### src/rtl/audio_pkg.sv
// rtl/audio_pkg.sv - shared audio sample type and serial-format constants
package audio_pkg;

  localparam int AUDIO_WS      = 16;
  typedef logic signed [AUDIO_WS-1:0] audio_t;

  localparam int SLOT_BITS_DEF = 32;
  localparam int BCLK_HALF_DEF = 8;

  localparam bit FMT_I2S       = 1'b1;
  localparam bit FMT_LJ        = 1'b0;

endpackage

### src/rtl/i2s_clkgen.sv
// rtl/i2s_clkgen.sv - BCLK/LRCK divider with bit counter and fall/load strobes
module i2s_clkgen #(
  parameter int SLOT_BITS = 32,
  parameter int BCLK_HALF = 8,
  localparam int BIT_W    = $clog2(2*SLOT_BITS)
) (
  input  logic             iCLK_50,
  input  logic             iRST,
  input  logic             iEN,
  output logic             oBCLK,
  output logic             oLRCK,
  output logic [BIT_W-1:0] oBitNext,
  output logic             oFall,
  output logic             oLoad
);

  localparam int DIV_W = $clog2(BCLK_HALF);

  logic [DIV_W-1:0] divCnt;
  logic [BIT_W-1:0] bitCnt;
  logic             divTerm;

  assign divTerm  = (divCnt == DIV_W'(BCLK_HALF-1));
  // oFall marks the cycle whose closing edge drops BCLK and advances the bit
  assign oFall    = iEN & divTerm & oBCLK;
  assign oBitNext = (bitCnt == BIT_W'(2*SLOT_BITS-1)) ? '0 : bitCnt + 1'b1;
  assign oLoad    = iEN & ~iRST & ~oBCLK & (divCnt == '0) & (bitCnt == '0);

  always_ff @(posedge iCLK_50) begin
    if (iRST || !iEN) begin
      divCnt <= '0;
      bitCnt <= '0;
      oBCLK  <= 1'b0;
      oLRCK  <= 1'b0;
    end else begin
      divCnt <= divTerm ? '0 : divCnt + 1'b1;
      if (divTerm) oBCLK <= ~oBCLK;
      if (oFall) begin
        bitCnt <= oBitNext;
        oLRCK  <= (oBitNext >= BIT_W'(SLOT_BITS));
      end
    end
  end

endmodule

### src/rtl/i2s_master_tx.sv
// rtl/i2s_master_tx.sv - clock-master stereo I2S / left-justified serial transmitter
module i2s_master_tx
  import audio_pkg::*;
#(
  parameter int AUDIO_WS  = audio_pkg::AUDIO_WS,
  parameter int SLOT_BITS = SLOT_BITS_DEF,
  parameter int BCLK_HALF = BCLK_HALF_DEF,
  parameter bit I2S_MODE  = FMT_I2S
) (
  input  logic                iCLK_50,
  input  logic                iRST,
  input  logic                iEN,
  input  logic [AUDIO_WS-1:0] iL,
  input  logic [AUDIO_WS-1:0] iR,
  input  logic                iVALID,
  output logic                oREADY,
  output logic                oBCLK,
  output logic                oLRCK,
  output logic                oDAT,
  output logic                oFRAME,
  output logic                oUNDERRUN
);

  localparam int BIT_W = $clog2(2*SLOT_BITS);

  logic [BIT_W-1:0]    bitNext;
  logic                fall, load;
  logic                holdFull, holdFullNext, accept;
  logic [AUDIO_WS-1:0] holdL, holdR, shadowL, shadowR;
  logic                nextRight, fallDat, loadDat;
  int                  nextPos;

  i2s_clkgen #(
    .SLOT_BITS(SLOT_BITS),
    .BCLK_HALF(BCLK_HALF)
  ) uClkgen (
    .iCLK_50 (iCLK_50),
    .iRST    (iRST),
    .iEN     (iEN),
    .oBCLK   (oBCLK),
    .oLRCK   (oLRCK),
    .oBitNext(bitNext),
    .oFall   (fall),
    .oLoad   (load)
  );

  // Slot bit at position pos: MSB sits I2S_MODE bits into the slot, padding is zero
  function automatic logic slotBit(input logic [AUDIO_WS-1:0] word, input int pos);
    int                  q;
    logic [AUDIO_WS-1:0] sh;
    slotBit = 1'b0;
    q = pos - int'(I2S_MODE);
    if (q >= 0 && q < AUDIO_WS) begin
      sh      = word >> (AUDIO_WS-1-q);
      slotBit = sh[0];
    end
  endfunction

  always_comb begin
    nextRight    = (bitNext >= BIT_W'(SLOT_BITS));
    nextPos      = int'(bitNext) - (nextRight ? SLOT_BITS : 0);
    fallDat      = slotBit(nextRight ? shadowR : shadowL, nextPos);
    loadDat      = slotBit(holdFull ? holdL : shadowL, 0);
    accept       = iVALID & oREADY;
    holdFullNext = holdFull;
    if (load && holdFull) holdFullNext = 1'b0;
    if (accept)           holdFullNext = 1'b1;
  end

  always_ff @(posedge iCLK_50) begin
    if (iRST) begin
      holdFull <= 1'b0;
      holdL    <= '0;
      holdR    <= '0;
      shadowL  <= '0;
      shadowR  <= '0;
      oDAT     <= 1'b0;
      oREADY   <= 1'b1;
    end else begin
      holdFull <= holdFullNext;
      oREADY   <= ~holdFullNext;
      if (accept) begin
        holdL <= iL;
        holdR <= iR;
      end
      if (load && holdFull) begin
        shadowL <= holdL;
        shadowR <= holdR;
      end
      if (!iEN)      oDAT <= 1'b0;
      else if (load) oDAT <= loadDat;
      else if (fall) oDAT <= fallDat;
    end
  end

  assign oFRAME    = load;
  assign oUNDERRUN = load & ~holdFull;

endmodule

### config.mk
export PLATFORM = sky130hd
export DESIGN_NAME = i2s_master_tx
export DESIGN_NICKNAME = d
export VERILOG_FILES = /design/src/rtl/audio_pkg.sv /design/src/rtl/i2s_clkgen.sv /design/src/rtl/i2s_master_tx.sv
export SDC_FILE = /design/constraint.sdc
export NUM_CORES = 1
export LEC_CHECK = 0
export ABC_AREA = 1
export BUFFER_PORTS_ARGS = -buffer_cell sky130_fd_sc_hd__buf_4
export CORE_UTILIZATION = 35
export CTS_CLUSTER_DIAMETER = 120
export DETAILED_ROUTE_END_ITERATION = 6
export PLACE_DENSITY = 0.51
export SYNTH_ARGS = -nofsm -noshare
export SYNTH_HDL_FRONTEND = slang
export SYNTH_HIERARCHICAL = 1
export SYNTH_SLANG_ARGS = --single-unit
### constraint.sdc
create_clock -name iCLK_50 -period 3.45 [get_ports iCLK_50]
set_clock_uncertainty 0.05 [all_clocks]
set_input_delay 0.69 -clock iCLK_50 [delete_from_list [all_inputs] [get_ports iCLK_50]]
set_output_delay 0.69 -clock iCLK_50 [all_outputs]
set_load 0.005 [all_outputs]
==> results.md, run 1 <==
* Routed wire length at roughly 7300 microns
* Warnings from Yosys at 6
* Avg Synthesized Cell Area at around 7.3 sq um
* Worst-case register-to-register setup slack at roughly 0.56 ns
* Clk sink count at between 70 and 80
* Synth Area in Adders at approximately 3.0%
* Transition time at the pin with the least slew margin at a little over 0.8 ns
* Standard-cell row count at 35
* Number of max-cap violations at 0
* Iter 0 DRT Violations at 69
* Synthesized area at 3380 sq um
* Net switching fraction of the power at roughly 25%
* Internal at around 1.4 mW
* Proportion of layout cells with a drive suffix above 1 at approximately 16%
* Final period utilization at around 84%
* Drt via density at ~4.6
* Antenna fix cells at 0
* Number of cells in the design after placement at 610
* Areal power density over the cells at ~460 nW/um^2
* Met1 Routed Length at about 3700 microns
* Maximum vdd ir drop at 0.229 mV
* Register area share after synthesis at between 40% and 50%
* Setup_tns at 0 ns
* Height of the die at 100 microns
* Number of detailed-routing iterations run before antenna repair at 4
* Die W at 100 microns
* Total length of routed met2 wires at 3290 microns
* All-layer global routing usage at 16.5%
* Number of buffers added to fix hold violations after cts at 0
* Post-cts resize count at 0
* Worst min path class: flop to flop
* CP endpoint kind: flop
* Number of H-tree levels at 3
* Mux share of post-synthesis cell area at 0%
* Endpoint required time on the critical path at 3.69 ns
* Top cell type's share of synthesized area at 46.2%
* Fraction of the mapped netlist area in compound gates at about an eighth
* Gate Count Post-Synth at about 460
* Number of buffers on the longest clock path at 2
* Final Hold Violating Endpoints at 0
* Setup repair after global routing missed its margin: false
* Leading cell type in the layout, fill and taps excluded: nor2_1
* Nets in the synthesized netlist at ~510
* FF+latch count, synth at 78
* Worst path cell trace: ha_1 -> nand2_2 -> nor2_1 -> inv_1 -> nand2_1 -> inv_1 -> inv_4 -> ha_1 -> nand2_1 -> or2_1 -> nand2_1 -> inv_1 -> ha_1 -> inv_1 -> nand4_1 -> nor3_2 -> nand2_1 -> a21oi_2
* Slowest cell delay on critical path at just over 0.4 ns
* Top library cells by usage in the layout, fill and taps aside: nor2_1 (142), dfxtp_1 (78), o21ai_0 (68)
* Post-synthesis simple-gate area fraction at a little under a third
* DRC at 0
* Top Ports at between 40 and 50
* Area Overhead vs Synth at 16.2%
* Relative contribution of combinational cells to total power at about 8.6%
* Count of buffers inserted at the top-level ports at 41
* Clock-pin transition on the worst setup and hold timing paths at approximately 0.08 ns
* Remaining max-slew budget at the tightest pin at a little under half
* Starting utilization of the core area at a little over a third
* Placer Congestion at 0.824
* Post-synthesis xor/xnor area fraction at roughly 1.3%
* Largest net degree at the start of global routing at 66
* Highest metal layer used by the detailed router: met4
* Pins Over Slew Limit at 0
* Core region area at ~9300 sq um
* Largest family of logic cells by synthesized area: simple AND/OR/NAND/NOR gates
* CTS root buffer: clkbuf_8
* Die area at 10100 sq um
* Via count at around 2900
* Post-detailed-route wirelength per cell at 11.7 microns
* Post-layout instance count excluding filler cells at about 630
* Critical-path maximum fanout at 10
* Buffers inserted during post-CTS setup optimization at 0
* Start-to-end type of the worst setup path: flop to flop
* Result of the run: finished, final reports clean
* Clock Latency Late Sink at roughly 0.35 ns
* WP data arrival at roughly 3.1 ns
* Min cycle time layout at a little under 3 ns
* CP max-delay cell: dfxtp_1
* Post-route ant nets at 0
* Sort of element at the start of the critical path: flop
* Number of global-route vias before repair at between 2000 and 3000
* Achievable frequency at approximately 0.35 GHz
* Library cells used by synthesis at 32
* Biggest area consumer among synthesized cells: dfxtp_1
* TritonCTS clock tree: yes
* Sum of overflow across all layers after global routing at 0
* Clock network power share at around 38%
* Count of endpoints failing setup in the final report at 0
* Estimated wirelength of the detail-placed design at ~5200 microns
* Clock buffer count from CTS at 9
* First-pass GRT wire length at about 13000 microns
* Met3 routed wirelength at a little over 200 microns
* Sequential group share of total power at a little over half
* Leading post-synthesis cells by cell area: dfxtp_1 (46%), nor2_1 (16%), o21ai_0 (10%)
* Number of nets at the end of the flow at around 540
* Static leakage power at approximately 1.6 nW
* Antenna violations before repair at 0
* Sw Pwr at ~0.46 mW
-- metal layers --
layer	vias to the layer above	global-route usage (%)
met1	1311	20.7
met2	46	27.3
met4	0	6.47
met3	16	3.76
met5	-	0
li1	1533	-
-- synthesized netlist by cell type, drive strengths merged --
cell      n
nor2    145
dfxtp    78
o21ai    69
nand2    49
nand3    34
inv      30
clkbuf   18
a21oi     8
ha        8
buf       5
nand4     3
nor3      3
or2       2
xnor2     2
xor2      2
and2      1
clkinv    1
nand3b    1
nor4      1
o21bai    1
-- cell families after synthesis --
kind of cell | Yosys count
adders and majority gates | 8
and+or+nand+nor | 239
buffers and inverters | 54
DFF | 78
AOI/OAI and AO/OA | 78
xor gates and xnor gates | 4
-- worst max-delay path, delay by kind of cell (launching register included) --
kind                     cells  cell delay (ns)
AND/OR/NAND/NOR              9             1.04
adder cells (fa/ha/maj)      3             0.70
buffers and inverters        5             0.51
flip-flops                   1             0.41
AO/OA/AOI/OAI                1             0.10
-- cell type report --
class | instances | area, sq um
clock buffers | 10 | 128
flip-flops and latches | 78 | 1560
multi-input cells | 329 | 1560
clock inverters | 6 | 71.3
well taps | 129 | 161
repair buffers | 43 | 323
fillers | 1020 | 5360
inverters | 31 | 126
-- power by group through the flow --
stage / registers (mW) / clock network [mW] / logic [mW]
floorplan: 0.987 / 0 / 0.105
global placement: 0.994 / 0 / 0.158
detailed placement: 0.995 / 0 / 0.161
CTS: 0.974 / 0.709 / 0.161
global route: 0.980 / 0.754 / 0.187
finish: 0.973 / 0.688 / 0.157
-- metrics by stage --
stage,cell area (sq um),hold slack [ns],power [mW],worst slack [ns],util [%]
after global routing,3930,0.428,1.92,0.217,42.3
after floorplan,3380,0.367,1.09,0.899,-
after detailed placement,3730,0.400,1.16,0.572,40.2
after global placement,3730,0.384,1.15,0.683,40.2
final,3930,0.403,1.82,0.564,42.3
after CTS,3930,0.414,1.84,0.547,42.3
-- state kept, by name, summed over array words and instances, names as in the netlist --
signal	flops
holdL	16
holdR	16
shadowL	16
shadowR	16
uClkgen/bitCnt	6
uClkgen/divCnt	3
holdFull	1
oDAT	1
oREADY	1
uClkgen/oBCLK	1
uClkgen/oLRCK	1
-- final timing paths --
check,from,endpoint,cells past startpoint
max reg2reg,uClkgen/bitCnt[1],oDAT,18
min,uClkgen/divCnt[0],uClkgen/divCnt[0],1
min reg2reg,uClkgen/divCnt[0],uClkgen/divCnt[0],1
max,uClkgen/bitCnt[1],oDAT,18
No activity file was read; power rests on OpenSTA's default activity.
==> inputs of run 2 (changes only) <==
==> constraint.sdc (replaced) <==
create_clock -name iCLK_50 -period 2.79 [get_ports iCLK_50]
set_clock_uncertainty 0.05 [all_clocks]
set_input_delay 0.558 -clock iCLK_50 [delete_from_list [all_inputs] [get_ports iCLK_50]]
set_output_delay 0.558 -clock iCLK_50 [all_outputs]
set_load 0.005 [all_outputs]
==> run 2 against run 1 <==
Clock power increased by 19%. Worst hold slack got worse by 0.032 ns. Die area unchanged. Sequential share of layout area decreased by 0.32 points. Routed wire length decreased by 0.12%. Sequential cell count unchanged. Final cell count increased by 0.64%. Combinational power increased by 25%. Sequential power increased by 23%. Via count decreased by 0.69%. Setup slack got worse by 0.32 ns. Critical endpoint unchanged.
==> results.md, run 2 (synthesized netlist as in run 1, its figures left out) <==
* Via count at 2886 (-0.69%)
* Standard-cell row count at 35 (unchanged)
* Slowest cell delay on critical path at 0.48 ns (+0.07 ns)
* CTS root buffer: clkbuf_8
* Number of nets at the end of the flow at 541 (+0.93%)
* Post-detailed-route wirelength per cell at 11.6 microns (-0.76%)
* Transition time at the pin with the least slew margin at 0.590 ns (-0.232 ns)
* CP endpoint kind: flop
* Starting utilization of the core area at 36.4% (unchanged)
* Clock-pin transition on the worst setup and hold timing paths at 0.08 ns (about the same)
* Clock buffer count from CTS at 9 (unchanged)
* Area Overhead vs Synth at 17.5%
* Number of max-cap violations at 0 (unchanged)
* Antenna violations before repair at 0 (unchanged)
* Achievable frequency at 0.392 GHz (+13%)
* Pins Over Slew Limit at 0 (unchanged)
* Result of the run: finished, final reports clean
* Largest net degree at the start of global routing at 41 (-38%)
* WP data arrival at 2.79 ns (-0.33 ns)
* Number of H-tree levels at 3 (unchanged)
* Setup repair after global routing missed its margin: false
* Worst min path class: primary input to flop
* First-pass GRT wire length at 12600 microns (-4.3%)
* Antenna fix cells at 0 (unchanged)
* Number of detailed-routing iterations run before antenna repair at 4 (unchanged)
* Height of the die at 100 microns (unchanged)
* Proportion of layout cells with a drive suffix above 1 at 18.2% (+2.1 points)
* Largest delay share family, worst path: simple AND/OR/NAND/NOR gates
* Core region area at 9280 sq um (unchanged)
* Min cycle time layout at 2.55 ns (-0.337 ns)
* CP Buf/Inv Count at 5 (unchanged)
* Top Ports at 42 (unchanged)
* Worst path cell trace: nand3_1 -> nor2_2 -> inv_1 -> nand2_1 -> inv_1 -> inv_4 -> ha_2 -> nand2_1 -> or2_1 -> nand2_1 -> inv_1 -> ha_1 -> inv_1 -> nand4_1 -> nor3_2 -> nand2_1 -> a21oi_2
* Drt via density at 4.58 (-1.3%)
* Number of global-route vias before repair at 2761 (-5.6%)
* Leading cell type in the layout, fill and taps excluded: nor2_1
* Final Hold Violating Endpoints at 0 (unchanged)
* Sum of overflow across all layers after global routing at 0 (unchanged)
* DRC at 0 (unchanged)
* Area occupied by multi-input gates at 1570 sq um (+0.88%)
* All-layer global routing usage at 15.7% (-0.81 points)
* Estimated wirelength of the detail-placed design at 5220 microns (-0.19%)
* Final-layout worst hold slack at 0.370 ns (-0.0325 ns)
* Maximum vdd ir drop at 0.321 mV (+40%)
* Number of buffers added to fix hold violations after cts at 0 (unchanged)
* Start-to-end type of the worst setup path: flop to flop
* Areal power density over the cells at 559 nW/um^2 (+21%)
* Number of buffers on the longest clock path at 2 (unchanged)
* Clock Latency Late Sink at 0.35 ns (about the same)
* Final period utilization at 91.4% (+7.7 points)
* CP max-delay cell: dfxtp_1
* Die W at 100 microns (unchanged)
* Die area at 10100 sq um (unchanged)
* Placer Congestion at 0.897 (+8.9%)
* Routed wire length at 7320 microns (-0.12%)
* Post-route ant nets at 0 (unchanged)
* Count of endpoints failing setup in the final report at 0 (unchanged)
* Setup_tns at 0 ns (unchanged)
* Critical-path maximum fanout at 5 (-5)
* Iter 0 DRT Violations at 98 (+42%)
* TritonCTS clock tree: yes
* Remaining max-slew budget at the tightest pin at 60.6% (+15 points)
* Sort of element at the start of the critical path: flop
* Static leakage power at 1.61 nW (+1.3%)
* Top library cells by usage in the layout, fill and taps aside: nor2_1 (141), dfxtp_1 (76), o21ai_0 (68)
* Seq. cell area at 1570 sq um (+0.32%)
* Endpoint required time on the critical path at 3.03 ns (-0.66 ns)
* Clk sink count at 78 (unchanged)
* Count of buffers inserted at the top-level ports at 41 (unchanged)
* Fill cell count at 1032 (+1.2%)
[run 2: changes by cell type in the layout (fill, tap and decap cells not counted)]
cell and delta:
dfxtp_1 -2, clkinv_2 +2, inv_6 -1, clkbuf_1 -1, nor2_1 -1, nor2_2 +1
nor4_1 -1, nor4_2 +1, ha_2 +2, buf_4 +5, ha_1 -2, clkinv_4 -1
dfxtp_4 +1, dfxtp_2 +1
[run 2: path summary, 6_finish.rpt]
path	start	endpoint	slack, ns	depth (start not counted)
max	uClkgen/bitCnt[4]	oDAT	0.24	17
min	iRST	holdFull	0.37	2
max reg2reg	uClkgen/bitCnt[4]	oDAT	0.24	17
min reg2reg	uClkgen/divCnt[0]	uClkgen/divCnt[0]	0.40	1
[run 2: timing repair]
action                     4_1_cts  5_1_grt
setup buffers                    0        1
setup endpoints to repair        0        2
resized for setup                0        7
[run 2: layout make-up]
cell class	count	share of cell area [%]
Multi-Input combinational cell	329	39.5
Timing Repair Buffer	48	9.07
Inverter	31	3.18
Clock inverter	6	1.61
Clock buffer	9	3.12
Tap cell	129	4.06
Sequential cell	78	39.4
[run 2: routing by layer]
metal | vias to the layer above | wire [microns] | track usage, %
li1 | 1543 | - | -
met1 | 1306 | 3650 | 20.2
met2 | 30 | 3400 | 25.9
met3 | 7 | 191 | 3.97
met4 | 0 | 77 | 4.35
met5 | - | 0 | 0
[run 2: report_power, final]
group | leakage [nW] | internal, mW | switching (mW)
Combinational | 0.881 | 0.0894 | 0.108
Clock | 0.0911 | 0.406 | 0.415
Sequential | 0.640 | 1.17 | 0.0300
Total | 1.61 | 1.67 | 0.553
[run 2: through the flow]
stage | instance area, sq um | total power, mW | utilization (%) | instances | setup WS, ns
finish | 3970 | 2.22 | 42.8 | 630 | 0.241
global route | 3970 | 2.34 | 42.8 | 630 | 0.00861
CTS | 3950 | 2.26 | 42.5 | 629 | 0.0359
detailed placement | 3760 | 1.43 | 40.5 | 614 | 0.0854
global placement | 3760 | 1.43 | 40.5 | 614 | 0.0956
floorplan | 3380 | 1.35 | - | 461 | 0.239
